<file path="src/rtl/fix_unsigned_accumulator_pkg.sv">
// Shared types and constants for the unsigned fixed-point dot-product accumulator.
package fix_unsigned_accumulator_pkg;

  typedef enum logic {
    IDLE  = 1'b0,
    ACCUM = 1'b1
  } acc_state_t;

  localparam int FIFO_DEPTH = 2;

  // Smallest accumulator width that can never overflow for a full-length group.
  function automatic int min_acc_width(input int width_product, input int width_k);
    return width_product + width_k;
  endfunction

endpackage

</file>
<file path="src/rtl/fix_unsigned_accumulator_fifo.sv">
// Two-entry result FIFO with a registered head; payload is {sat,sum}.
// A push into a full FIFO is ignored unless a pop happens in the same cycle.
module acc_result_fifo
  import fix_unsigned_accumulator_pkg::*;
#(
  parameter int W = 41
) (
  input  logic         clk,
  input  logic         rst,
  input  logic         push,
  input  logic [W-1:0] din,
  input  logic         pop,
  output logic [W-1:0] dout,
  output logic         empty,
  output logic         full
);

  logic [W-1:0] head, tail;
  logic [1:0]   cnt;
  logic         do_pop, do_push;

  assign empty   = (cnt == 2'd0);
  assign full    = (cnt == 2'(FIFO_DEPTH));
  assign do_pop  = pop & ~empty;
  assign do_push = push & (~full | do_pop);
  assign dout    = head;

  // Head/tail storage and occupancy; the head register drives the output directly.
  always_ff @(posedge clk or negedge rst) begin
    if (!rst) begin
      head <= '0;
      tail <= '0;
      cnt  <= 2'd0;
    end else begin
      case ({do_push, do_pop})
        2'b10: begin
          if (cnt == 2'd0) head <= din;
          else             tail <= din;
          cnt <= cnt + 2'd1;
        end
        2'b01: begin
          head <= tail;
          cnt  <= cnt - 2'd1;
        end
        2'b11: begin
          if (cnt == 2'd1) head <= din;
          else begin
            head <= tail;
            tail <= din;
          end
        end
        default: ;
      endcase
    end
  end

endmodule

</file>
<file path="src/rtl/fix_unsigned_accumulator.sv">
// Sums k_len consecutive products from the multiplier into one result and
// queues results in a 2-entry FIFO. Results arriving at a full FIFO are dropped
// and flagged on drop_err. Optional clamping on overflow: FIX_ACC_SATURATE_EN.
module fix_unsigned_accumulator
  import fix_unsigned_accumulator_pkg::*;
#(
  parameter int WIDTH_product = 32,
  parameter int WIDTH_acc     = 40,
  parameter int WIDTH_k       = 8
) (
  input  logic                     clk,
  input  logic                     rst,
  input  logic                     in_valid,
  input  logic [WIDTH_product-1:0] product,
  input  logic [WIDTH_k-1:0]       k_len,
  output logic                     out_valid,
  input  logic                     out_ready,
  output logic [WIDTH_acc-1:0]     sum,
  output logic                     sat,
  output logic                     busy,
  output logic                     drop_err
);

  acc_state_t           state, state_nxt;
  logic [WIDTH_acc-1:0] acc, acc_nxt;
  logic [WIDTH_k-1:0]   count, count_nxt;
  logic [WIDTH_k-1:0]   k_reg, k_nxt;
  logic [WIDTH_k-1:0]   k_eff;
  logic [WIDTH_k:0]     cnt_inc;
  logic                 last;
  logic [WIDTH_acc-1:0] prod_ext;
  logic [WIDTH_acc-1:0] add_res;
  logic                 add_sat;
  logic                 push;
  logic [WIDTH_acc:0]   push_data;
  logic [WIDTH_acc:0]   head;
  logic                 fifo_empty, fifo_full, pop;

  assign prod_ext = WIDTH_acc'(product);
  assign k_eff    = (k_len == '0) ? WIDTH_k'(1) : k_len;
  assign cnt_inc  = {1'b0, count} + 1'b1;
  assign last     = (cnt_inc == {1'b0, k_reg});

`ifdef FIX_ACC_SATURATE_EN
  logic [WIDTH_acc:0] add_full;
  logic               sat_grp;

  assign add_full = {1'b0, acc} + {1'b0, prod_ext};
  assign add_sat  = sat_grp | add_full[WIDTH_acc];
  assign add_res  = add_sat ? '1 : add_full[WIDTH_acc-1:0];

  // Once a group overflows it stays clamped; the first product can never overflow.
  always_ff @(posedge clk or negedge rst) begin
    if (!rst)          sat_grp <= 1'b0;
    else if (in_valid) sat_grp <= (state == ACCUM && !last) ? add_sat : 1'b0;
  end
`else
  assign add_sat = 1'b0;
  assign add_res = acc + prod_ext;
`endif

  // Group sequencing: next state, datapath updates and the FIFO push.
  always_comb begin
    state_nxt = state;
    acc_nxt   = acc;
    count_nxt = count;
    k_nxt     = k_reg;
    push      = 1'b0;
    push_data = '0;
    if (in_valid) begin
      case (state)
        IDLE: begin
          k_nxt = k_eff;
          if (k_eff == WIDTH_k'(1)) begin
            push      = 1'b1;
            push_data = {1'b0, prod_ext};
            acc_nxt   = '0;
            count_nxt = '0;
          end else begin
            acc_nxt   = prod_ext;
            count_nxt = WIDTH_k'(1);
            state_nxt = ACCUM;
          end
        end
        ACCUM: begin
          if (last) begin
            push      = 1'b1;
            push_data = {add_sat, add_res};
            acc_nxt   = '0;
            count_nxt = '0;
            state_nxt = IDLE;
          end else begin
            acc_nxt   = add_res;
            count_nxt = cnt_inc[WIDTH_k-1:0];
          end
        end
        default: state_nxt = IDLE;
      endcase
    end
  end

  // State and datapath registers.
  always_ff @(posedge clk or negedge rst) begin
    if (!rst) begin
      state <= IDLE;
      acc   <= '0;
      count <= '0;
      k_reg <= '0;
    end else begin
      state <= state_nxt;
      acc   <= acc_nxt;
      count <= count_nxt;
      k_reg <= k_nxt;
    end
  end

  assign pop = out_valid & out_ready;

  // Sticky loss flag: a result pushed into a full FIFO that is not draining.
  always_ff @(posedge clk or negedge rst) begin
    if (!rst)                           drop_err <= 1'b0;
    else if (push && fifo_full && !pop) drop_err <= 1'b1;
  end

  acc_result_fifo #(.W(WIDTH_acc + 1)) u_fifo (
    .clk   (clk),
    .rst   (rst),
    .push  (push),
    .din   (push_data),
    .pop   (pop),
    .dout  (head),
    .empty (fifo_empty),
    .full  (fifo_full)
  );

  assign out_valid = ~fifo_empty;
  assign sum       = head[WIDTH_acc-1:0];
  assign sat       = head[WIDTH_acc];
  assign busy      = (state == ACCUM);

endmodule
</file>
<file path="config.mk">
export PLATFORM = sky130hd
export DESIGN_NAME = fix_unsigned_accumulator
export DESIGN_NICKNAME = d
export VERILOG_FILES = /design/src/rtl/fix_unsigned_accumulator_pkg.sv /design/src/rtl/fix_unsigned_accumulator_fifo.sv /design/src/rtl/fix_unsigned_accumulator.sv
export SDC_FILE = /design/constraint.sdc
export NUM_CORES = 1
export LEC_CHECK = 0
export BUFFER_PORTS_ARGS = -buffer_cell sky130_fd_sc_hd__buf_2
export CORE_UTILIZATION = 55
export CTS_BUF_LIST = sky130_fd_sc_hd__clkbuf_8
export DETAILED_ROUTE_END_ITERATION = 16
export GPL_TIMING_DRIVEN = 0
export PLACE_DENSITY_LB_ADDON = 0.1
export SYNTH_ARGS = -nofsm -noshare
export SYNTH_HDL_FRONTEND = slang
export SYNTH_SLANG_ARGS = --single-unit
</file>
<file path="constraint.sdc">
create_clock -name clk -period 6.7 [get_ports clk]
set_input_delay 0.67 -clock clk [delete_from_list [all_inputs] [get_ports clk]]
set_output_delay 0.67 -clock clk [all_outputs]
set_load 0.05 [all_outputs]
</file>
# Word-level counts from Yosys, hierarchy flattened
# Index checks and enable logic that the tools add are counted.
classes:
  add_sub_neg: 4
  eq_ne: 10
  mux: 25
  bitwise: 7
  n_reduce_logical: 11
ops:
  columns: ["op", "count"]
  rows:
  - ["2-to-1 mux 41 bit", 5]
  - ["case mux 41 bit (2 select lines)", 2]
  - ["case mux 41 bit (3 select lines)", 1]
  - ["2-to-1 mux 40 bit", 2]
  - ["case mux 40 bit (2 select lines)", 1]
  - ["2-to-1 mux 32 bit", 2]
  - ["adder 40 x 32 -> 40 bit", 1]
  - ["2-to-1 mux 8 bit", 2]
  - ["case mux 8 bit (2 select lines)", 1]
  - ["adder 8 x 1 -> 9 bit (second input constant)", 1]
  - ["== test 9 x 8 -> 1 bit", 1]
  - ["== test 8 x 1 -> 1 bit (second input constant)", 1]
  - ["zero test 8 bit", 1]
  - ["== test 2 bit (second input constant)", 3]
  - ["2-to-1 mux 1 bit", 6]
  - ["== test 2 x 1 -> 1 bit (second input constant)", 2]
  - ["!= test 2 bit (second input constant)", 2]
  - ["case mux 1 bit (2 select lines)", 2]
  - ["case mux 2 bit (2 select lines)", 1]
  - ["AND reduction 2 bit", 2]
  - ["nonzero test 2 bit", 2]
  - ["AND 1 bit", 3]
  - ["inverter 1 bit", 3]
  - ["AND reduction 3 bit", 1]
  - ["other kinds (8)", 9]
totals:
  regBits: 142
  input_bits: 44
  out_inout_bits: 44
  elab_cells: 65

# Depth between registers and ports, before layout
# Gate-level depths: netlist (run 1).
logic_depth:
  ltp_word: 10
  ltp_mapped: 11
  depth_no_buf: 10

# By module
# From an unflattened synthesis (run 1), not the netlist that was laid out.
unflattened:
  cells_unflattened: 1024
  hier_area_um2: 9215.1
by_module_without_submodules:
  columns: ["mod", "n_inst", "cells_per_inst", "area_per_inst_um2", "seq_area_each_um2"]
  rows:
  - ["fix_unsigned_accumulator", 1, 679, 5402.7, 1451.4]
  - ["acc_result_fifo", 1, 345, 3812.4, 2102.0]

# Worst setup path before layout (run 1)
# OpenSTA, ideal clock, no wires.
synth_timing:
  path_kind: "input port to flip-flop"
  from: "input product[0]"
  to: "register u_fifo.head[18], in the netlist u_fifo.dout[18]"
  setup_time_ns: 0.125
  t_arrival_ns: 3.118
  required_ns: 6.575
  path_slack_ns: 3.457
  cell_stages: 10
  n_path_buf: 0
  path_cell_list: "ha_1 > fa_1 > a211oi_1 > o21ai_0 > a22oi_1 > a21oi_1 > nor4b_1 > o311ai_0 > o21ai_0 > mux2_2"
synth_between:
  elab_chain_len: 6
  elab_cells_between_ends: 7
  cone_classes: "add/sub (1); mux (6)"
synth_lines:
  columns: ["item", "line_no", "text"]
  rows:
  - ["start, declared", "fix_unsigned_accumulator.sv:14", "input logic [WIDTH_product-1:0] product,"]
  - ["adder 40 x 32 -> 40 bit *", "fix_unsigned_accumulator.sv:59", "assign add_res = acc + prod_ext;"]
  - ["2-to-1 mux 40 bit *", "fix_unsigned_accumulator.sv:86", "if (last) begin"]
  - ["case mux 41 bit (2 select lines) *", "fix_unsigned_accumulator.sv:71", "case (state)"]
  - ["2-to-1 mux 41 bit *", "fix_unsigned_accumulator.sv:70", "if (in_valid) begin"]
  - ["2-to-1 mux 41 bit (on tied branches)", "fix_unsigned_accumulator_fifo.sv:46, fix_unsigned_accumulator_fifo.sv:37", null]
  - ["case mux 41 bit (3 select lines) *", "fix_unsigned_accumulator_fifo.sv:35", "case ({do_push, do_pop})"]
  - ["end signal, assigned", "fix_unsigned_accumulator_fifo.sv:37", "if (cnt == 2'd0) head <= din;"]
  - ["end signal, assigned", "fix_unsigned_accumulator_fifo.sv:46", "if (cnt == 2'd1) head <= din;"]
  - ["end signal, assigned", "fix_unsigned_accumulator_fifo.sv:48", "head <= tail;"]
  - ["end, declared", "fix_unsigned_accumulator_fifo.sv:18", "logic [W-1:0] head, tail;"]
# Every way passes the cells marked *; elsewhere a longest branch is shown, timed or not. The select of a mux whose other input is x is not followed.
# A chain may end at the register's enable or synchronous reset.

# Worst setup path after layout (run 1)
layout_timing:
  from: "register acc[0]"
  to: "register u_fifo.head[18], in the netlist u_fifo.dout[18]"
layout_between:
  elab_chain_len: 6
  elab_cells_between_ends: 7
  cone_classes: "add/sub (1); mux (6)"
layout_lines:
  columns: ["item", "line_no", "text"]
  rows:
  - ["start, declared", "fix_unsigned_accumulator.sv:25", "logic [WIDTH_acc-1:0] acc, acc_nxt;"]
  - ["start signal, assigned", "fix_unsigned_accumulator.sv:111", "acc <= acc_nxt;"]
  - ["adder 40 x 32 -> 40 bit *", "fix_unsigned_accumulator.sv:59", null]
  - ["2-to-1 mux 40 bit *", "fix_unsigned_accumulator.sv:86", null]
  - ["case mux 41 bit (2 select lines) *", "fix_unsigned_accumulator.sv:71", null]
  - ["2-to-1 mux 41 bit *", "fix_unsigned_accumulator.sv:70", null]
  - ["2-to-1 mux 41 bit (on tied branches)", "fix_unsigned_accumulator_fifo.sv:46, fix_unsigned_accumulator_fifo.sv:37", null]
  - ["case mux 41 bit (3 select lines) *", "fix_unsigned_accumulator_fifo.sv:35", null]
# Marked as above.

==> qor.csv, run 1 <==
metric,value,unit
status,"finished, final reports clean",
area grow syn2layout,12.35,%
"commonest cells after routing, fill and taps aside","dfrtp_1, nand2_1, nor2_1",
row count,46,
vias in the first global route,7994,
post-route clock period utilization,0.5711,
Placer Congestion,0.9706,
"commonest non-fill, non-tap cell in the layout",dfrtp_1,
post-detail-place hpwl,20870,um
Die ar.,16950,um2
setup violators final,0,
initial drt markers,928,
ys async rst share,1.000,
Crit Path Category,flip-flop to flip-flop,
Final Hold Vio Count,0,
Worst-Margin Slew,1.098,ns
CTS tree,built,
clock root buffer,clkbuf_8,
first-pass GRT wire length,44110,um
Synth cell types,70,
Setup crit start kind,flip-flop,
ANT cells,0,
Hold Crit Class,input pin to asynchronous set/reset pin,
Mapped Cells,1063,
Fin Clk Skew,0.01368,ns
syn nets,1144,
core area,15940,um2
DR DRC count,0,
Starting Density,0.5668,
PD cells,544.7,nW/um2
Post-synth EDFFs,0,
largest net degree at the start of global routing,72,
register area,3503,um2
average wire per standard cell,20.24,um
Worst Setup End Kind,flip-flop,
Leak,4.485,nW
post-layout util,0.6368,
max-cap viol count,0,
CTS Buf Count,17,
IO buf count,85,
syn avg cell area,8.501,um2
"Cell Area, Placed",9766,um2
clk sinks,140,
# resized after CTS,0,
DRT Pass-1 Iters,6,
setup TNS,0,ns
"area leader, netlist",dfrtp_1,
initial antenna violation count,0,
VDD IR max,0.2656,mV
Post-Syn Area,9036,um2
number of top-level pins,88,
share of the synthesized area in the top cell type,0.3877,
fill count,1460,
Area contributors post-synth,"dfrtp_1, a21oi_1, nand2_1",
Synth Flop Type,dfrtp_1,
Final Slew Violations,0,
grt ovf,0,
Max Fclk,261.3,MHz
final wirelength,28280,um
die height,130.2,um
"Reg clk slew, reported paths",0.09,ns
Crit Path Max Fanout,6,
nets@finish,1249,
Max Root-Sink Buffers,2,
hold-fix buffers at CTS,0,
min Tclk post-route,3.827,ns
post-route cell area,10150,um2
CP max stage delay,0.49,ns
Worst Path Required,7.07,ns
DR vias/cell,6.219,
final antenna-violating net count,0,
"flops & latches, synth",140,
# Post-CTS Setup Buffers,0,
fraction of layout cells with a size suffix above 1,0.1329,
register area share after synthesis,0.3877,
Total GRT Usage,0.3490,
worst skew pair latency,0.48,ns
Crit path top cell by count,o21ai_0,
H-tree Lvls,4,
DIE WIDTH,130.2,um
relative slew slack,0.2677,
Min Hold Slack,0.2023,ns
yosys warns,0,
crit path max-delay cell type,a22oi_1,
"Critical Path, Cell by Cell",ha_1 > fa_1 > a211oi_1 > o21ai_0 > a22oi_1 > a21oi_1 > nor4b_1 > o311ai_0 > o21ai_0 > mux2_2,
RSZ-0062 raised after global routing,false,
Critical Path AT,4.20,ns
area occupied by multi-input gates,5229,um2
vias after detailed routing,8688,
-- Yosys cell counts (3+ instances only) --
cell type / n
nand4_1: 5
a22oi_1: 36
o221ai_1: 3
or3_1: 8
a21oi_1: 103
inv_1: 12
nor3_1: 23
o21bai_1: 6
xor2_1: 7
o31ai_1: 13
nor4b_1: 3
o21ai_0: 84
nand2_1: 128
mux2_2: 15
buf_2: 12
o211ai_1: 7
and2_1: 7
a211oi_1: 9
o21ai_1: 14
ha_1: 36
o2bb2ai_1: 3
nor2b_1: 18
a21o_1: 17
xnor2_1: 34
dfrtp_1: 140
nand2b_1: 12
and3_1: 7
a21boi_0: 3
nor3b_1: 6
mux2i_1: 21
a41oi_1: 4
a22o_1: 14
o21a_1: 8
clkbuf_1: 48
nand3_1: 30
nor2_1: 104
a31oi_1: 17
-- stage by stage --
| stage | setup WS, ns | instances | total power [mW] |
|---|---|---|---|
| 2_1_floorplan | 3.457 | 1063 | 3.845 |
| 3_3_place_gp | 2.630 | 1364 | 4.710 |
| 3_5_place_dp | 2.569 | 1365 | 4.762 |
| 4_1_cts | 2.980 | 1397 | 5.472 |
| 5_1_grt | 2.659 | 1397 | 5.910 |
| 6_report | 2.873 | 1397 | 5.530 |
-- cells by family (layout without fill, tap and decap cells) --
logic type | count (synthesis) | count (layout) | synth area share
buffers and inverters | 76 | 194 | 0.03365
AOI/OAI and AO/OA | 367 | 367 | 0.2575
DFF | 140 | 140 | 0.3877
xor gates and xnor gates | 41 | 41 | 0.03974
adders and majority gates | 37 | 37 | 0.05206
muxes | 36 | 36 | 0.04195
and+or+nand+nor | 365 | 365 | 0.1869
other | 1 | 1 | 0.0004150
-- worst max-delay path: cells and delay by family (launching register included) --
kind	cells	cell delay, ns
AOI/OAI and AO/OA	6	2.08
adders and majority gates	2	0.67
DFF	1	0.39
muxes	1	0.29
and+or+nand+nor	1	0.28
-- metal layers --
| layer | vias up | part of all wire | global-route usage |
|---|---|---|---|
| met5 | - | 0 | 0 |
| met4 | 0 | 0.023 | 0.1135 |
| met3 | 54 | 0.087 | 0.07421 |
| met2 | 397 | 0.45 | 0.5441 |
| met1 | 4157 | 0.44 | 0.4826 |
| li1 | 4080 | - | - |
-- layout make-up --
type | count | area share
clock buffers | 17 | 0.02305
plain buffers | 63 | 0.02514
clock inverters | 15 | 0.01504
inverters | 13 | 0.004807
well taps | 216 | 0.02662
repair buffers | 86 | 0.04523
flip-flops and latches | 140 | 0.3451
multi-input cells | 847 | 0.5150
-- path summary, 6_finish.rpt --
kind	slack [ns]	end	from	cells after the start
worst max-delay path	2.87	u_fifo.dout[18]	acc[0]	10
worst min-delay path	0.20	u_fifo.dout[2]	rst	1
worst max register to register	2.87	u_fifo.dout[18]	acc[0]	10
worst min register to register	0.47	drop_err	drop_err	1
max in group asynchronous	5.71	u_fifo.dout[39]	rst	2
min in group clk	0.39	k_reg[5]	k_len[5]	3
-- report_power, final --
group          leakage, nW  switching (mW)  internal [mW]
Sequential            1.79           0.204           1.17
Combinational         2.50            2.30           1.16
Clock                0.195           0.395          0.307
Total                 4.48            2.89           2.63
No activity file was read; power rests on OpenSTA's default activity.
==> run 2: changes to the inputs <==
==> constraint.sdc (replaced) <==
create_clock -name clk -period 3.4 [get_ports clk]
set_input_delay 0.34 -clock clk [delete_from_list [all_inputs] [get_ports clk]]
set_output_delay 0.34 -clock clk [all_outputs]
set_load 0.05 [all_outputs]
==> qor.csv, run 2 (synthesis gave the netlist of run 1 again) <==
metric,value,unit,change
post-detail-place hpwl,20870,um,unchanged
"Reg clk slew, reported paths",0.09,ns,about the same
"delay-heaviest family, CP",compound AO/OA/AOI/OAI gates,,
vias after detailed routing,8757,,+0.79%
Hold Crit Class,input pin to flip-flop,,
CP max stage delay,0.43,ns,-0.06 ns
Critical Path AT,3.67,ns,-0.53 ns
average wire per standard cell,20.49,um,+1.2%
relative slew slack,0.4602,,+0.1924
Die ar.,16950,um2,unchanged
R2R Path Start,count[0],,
Final Hold Vio Count,0,,unchanged
H-tree Lvls,4,,unchanged
worst skew pair latency,0.48,ns,about the same
worst setup path start,count[0],,
Max Root-Sink Buffers,2,,unchanged
ANT cells,0,,unchanged
row count,46,,unchanged
crit path max-delay cell type,dfrtp_2,,
Setup crit start kind,flip-flop,,
core area,15940,um2,unchanged
final antenna-violating net count,0,,unchanged
CTS Buf Count,17,,unchanged
initial drt markers,921,,-0.75%
status,"finished, final reports clean",,
number of top-level pins,88,,unchanged
DIE WIDTH,130.2,um,unchanged
"Critical Path, Cell by Cell",ha_2 > nand2_1 > or3_1 > o22a_1 > a31oi_4 > a21oi_4 > o31a_1 > buf_2 > buf_2 > a22oi_1 > o21ai_1,,
Starting Density,0.5668,,unchanged
"commonest non-fill, non-tap cell in the layout",dfrtp_1,,
Min Hold Slack,0.06150,ns,-0.1408 ns
post-route clock period utilization,0.9731,,+0.4020
final wirelength,28790,um,+1.8%
Fin Clk Skew,0.01514,ns,+0.001460 ns
Total GRT Usage,0.3501,,+0.001066
clock root buffer,clkbuf_8,,
VDD IR max,0.5210,mV,+96%
DR DRC count,0,,unchanged
clk sinks,140,,unchanged
DR vias/cell,6.233,,+0.22%
Crit Path Max Fanout,10,,+4
CTS tree,built,,
largest net degree at the start of global routing,72,,unchanged
area grow syn2layout,14.05,%,
fraction of layout cells with a size suffix above 1,0.1556,,+0.02265
vias in the first global route,8025,,+0.39%
Crit path top cell by count,buf_2,,
PD cells,1078,nW/um2,+98%
max-cap viol count,0,,unchanged
Crit Path Category,flip-flop to flip-flop,,
"commonest cells after routing, fill and taps aside","dfrtp_1, nand2_1, nor2_1",,
initial antenna violation count,0,,unchanged
Leak,4.535,nW,+1.1%
nets@finish,1257,,+0.64%
die height,130.2,um,unchanged
Worst Setup End Kind,flip-flop,,
Hold Crit Start,k_len[5],,
crit path buf inv count,2,,+2
grt ovf,0,,unchanged
Final Slew Violations,0,,unchanged
DRT Pass-1 Iters,5,,-1
Placer Congestion,0.9706,,unchanged
IO buf count,85,,unchanged
Worst-Margin Slew,0.8098,ns,-0.2886 ns
min Tclk post-route,3.309,ns,-0.5179 ns
Max Fclk,302.2,MHz,+16%
setup violators final,0,,unchanged
Worst Path Required,3.76,ns,-3.31 ns
Pwr Total,11.10,mW,+100%
first-pass GRT wire length,44250,um,+0.31%
[run 2: worst paths after layout]
path,to,slack (ns),cells after the start
min in group asynchronous,u_fifo.dout[6],0.43,2
setup / recovery,u_fifo.dout[37],0.09,11
setup reg to reg,u_fifo.dout[37],0.09,11
hold reg to reg,drop_err,0.47,1
max in group asynchronous,acc[27],2.19,3
hold / removal,k_reg[5],0.06,3
[run 2: layout make-up]
type | count | area [um2]
clock inverters | 15 | 152.6
multi-input cells | 849 | 5329
flip-flops and latches | 140 | 3505
well taps | 216 | 270.3
plain buffers | 63 | 260.3
clock buffers | 17 | 234.0
fillers | 1447 | 5637
repair buffers | 92 | 506.7
inverters | 13 | 48.80
[run 2: report_power, final]
part / internal [mW] / switching, mW / total [mW]
logic: 2.37 / 4.64 / 7.01
clock network: 0.606 / 0.781 / 1.39
registers: 2.31 / 0.404 / 2.71
total: 5.28 / 5.83 / 11.1
[run 2: what timing repair did]
action                                  CTS  global route
setup buffers                             2             3
endpoints found under the hold margin    69             0
endpoints found under the setup margin   40            66
gates resized for setup                   6            22
pin swaps                                 0             4
hold buffers                              1             0
gates cloned                              0             2
[run 2: through the flow]
step | util | setup TNS (ns) | area, um2 | setup slack, ns | cells
after global routing | 0.6464 | -0.01829 | 10310 | -0.01829 | 1405
after global placement | 0.6104 | -16.19 | 9732 | -0.3395 | 1364
final | 0.6464 | 0 | 10310 | 0.09139 | 1405
after detailed placement | 0.6125 | -6.614 | 9766 | -0.4009 | 1365
after CTS | 0.6397 | 0 | 10200 | 0.004186 | 1400
after floorplan | - | 0 | 9036 | 0.4741 | 1063
[run 2: layer usage]
metal	global-route usage	part of all wire
met5	0	0
met4	0.1224	0.024
met3	0.07913	0.084
met2	0.5413	0.45
met1	0.4815	0.44
[run 2: worst register-to-register path: stages (launching register included)]
cell     delay, ns
dfrtp_2       0.43
ha_2          0.25
nand2_1       0.15
or3_1         0.38
o22a_1        0.28
a31oi_4       0.42
a21oi_4       0.16
o31a_1        0.37
buf_2         0.22
buf_2         0.23
a22oi_1       0.20
o21ai_1       0.08
==> run 3: changes to the inputs <==
==> constraint.sdc (replaced) <==
create_clock -name clk -period 3.35 [get_ports clk]
set_input_delay 0.335 -clock clk [delete_from_list [all_inputs] [get_ports clk]]
set_output_delay 0.335 -clock clk [all_outputs]
set_load 0.05 [all_outputs]
==> qor.csv, run 3 (synthesis gave the netlist of run 1 again) <==
metric,value,unit,change
status,"finished, final reports clean",,
Worst Path Required,3.77,ns,about the same
initial drt markers,796,,-14%
fraction of layout cells with a size suffix above 1,0.1526,,-0.002979
Die ar.,16950,um2,unchanged
clk sinks,140,,unchanged
grt ovf,0,,unchanged
Layout Cells excl Fill,1402,,-0.21%
H-tree Lvls,4,,unchanged
nets@finish,1254,,-0.24%
Placed Cells,1365,,unchanged
first-pass GRT wire length,44260,um,about the same
final worst slack,0.07797,ns,-0.01342 ns
post-route cell area,10270,um2,-0.32%
initial antenna violation count,0,,unchanged
Worst R2R End,u_fifo.tail[28],,
die height,130.2,um,unchanged
R2R Path Start,acc[0],,
DRT Pass-1 Iters,7,,+2
post-layout util,0.6444,,-0.002041
final antenna-violating net count,0,,unchanged
Max Root-Sink Buffers,2,,unchanged
clock root buffer,clkbuf_8,,
CP max stage delay,0.46,ns,+0.03 ns
final wirelength,28370,um,-1.5%
Hold Crit Start,k_len[5],,
Crit path top cell by count,o21ai_0,,
Worst Setup End Kind,flip-flop,,
"Cell Area, Placed",9766,um2,unchanged
DR DRC count,0,,unchanged
Critical Path AT,3.69,ns,+0.02 ns
min Tclk post-route,3.272,ns,-0.03658 ns
Min Hold Slack,0.05658,ns,-0.004915 ns
worst reg2reg path depth,10,,-1
Hold Crit Class,input pin to flip-flop,,
area grow syn2layout,13.69,%,
row count,46,,unchanged
Setup crit start kind,flip-flop,,
Crit Path Max Fanout,4,,-6
Placer Congestion,0.9706,,unchanged
Max Fclk,305.6,MHz,+1.1%
setup violators final,0,,unchanged
max-cap viol count,0,,unchanged
"Critical Path, Cell by Cell",ha_1 > fa_1 > a211oi_2 > o21ai_0 > a22oi_2 > a211oi_1 > o21ai_0 > a21oi_1 > o31ai_2 > mux2_2,,
ANT cells,0,,unchanged
crit path max-delay cell type,fa_1,,
"commonest non-fill, non-tap cell in the layout",dfrtp_1,,
CTS Buf Count,17,,unchanged
post-detail-place hpwl,20870,um,unchanged
vias after detailed routing,8717,,-0.46%
number of top-level pins,88,,unchanged
Worst R2R Setup Slack,0.08,ns,about the same
"Reg clk slew, reported paths",0.09,ns,about the same
largest net degree at the start of global routing,72,,unchanged
core area,15940,um2,unchanged
average wire per standard cell,20.23,um,-1.2%
post-route clock period utilization,0.9767,,+0.003605
"commonest cells after routing, fill and taps aside","dfrtp_1, nand2_1, nor2_1",,
Fin Clk Skew,0.01543,ns,+0.0002840 ns
Crit Path Category,flip-flop to flip-flop,,
Worst-Margin Slew,0.8292,ns,+0.01945 ns
worst setup path start,acc[0],,
Final Slew Violations,0,,unchanged
VDD IR max,0.5291,mV,+1.6%
PD cells,1092,nW/um2,+1.3%
CTS tree,built,,
worst skew pair latency,0.48,ns,about the same
vias in the first global route,8029,,+0.050%
Starting Density,0.5668,,unchanged
relative slew slack,0.4472,,-0.01297
Total GRT Usage,0.3502,,about the same
IO buf count,85,,unchanged
DIE WIDTH,130.2,um,unchanged
Final Hold Vio Count,0,,unchanged
Worst setup endpoint,u_fifo.tail[28],,
Leak,4.535,nW,about the same
RSZ-0062 raised after global routing,true,,
Setup WS pre-CTS,-0.4459,ns,-0.04500 ns
DR vias/cell,6.218,,-0.24%
run 3: layer usage:
metal  part of all wire  GRT usage  up-vias  routed length [um]
met5                  0          0        -                   0
met4              0.026     0.1259        0                 749
met3              0.088    0.07831       62                2504
met2               0.45     0.5401      399               12690
met1               0.44     0.4821     4161               12420
li1                   -          -     4095                   -
run 3: area by class of cell:
class	count	area [um2]
fill	1441	5669
timing repair buffer	93	511.7
buffer	61	255.2
inverter	13	48.80
clock inverter	15	152.6
sequential	140	3505
clock buffer	17	234.0
multi-input combinational	847	5296
tap	216	270.3
run 3: repair_timing:
action | 4_1_cts | 5_1_grt
pin swaps | 0 | 4
buffers inserted | 2 | 4
setup endpoints to repair | 60 | 77
hold buffers | 1 | 0
resized for setup | 8 | 16
hold endpoints to repair | 69 | 0
run 3: critical path, delay by kind of cell, from the launching register on:
kind                       cells  cell delay, ns
muxes                          1            0.21
AOI/OAI and AO/OA              7            1.92
DFF                            1            0.39
adders and majority gates      2            0.70
run 3: power breakdown:
part           switching, mW  internal [mW]  total [mW]
clock network          0.797          0.615        1.41
logic                   4.66           2.39        7.06
registers              0.407           2.34        2.75
run 3: through the flow:
step	power (mW)	setup TNS (ns)
after floorplan	7.690	0
after global placement	9.419	-24.53
after detailed placement	9.524	-9.210
after CTS	10.99	-0.04581
after global routing	11.97	-0.5246
final	11.22	0
run 3: how the worst min path moves through the flow:
stage	to	slack [ns]	cells after the start
3_5_place_dp	u_fifo.dout[1]	0.40	1
4_1_cts	k_reg[3]	0.05	3
3_3_place_gp	drop_err	0.45	1
5_1_grt	k_reg[6]	0.07	3
6_report	k_reg[5]	0.06	3
2_1_floorplan	acc[0]	0.04	0
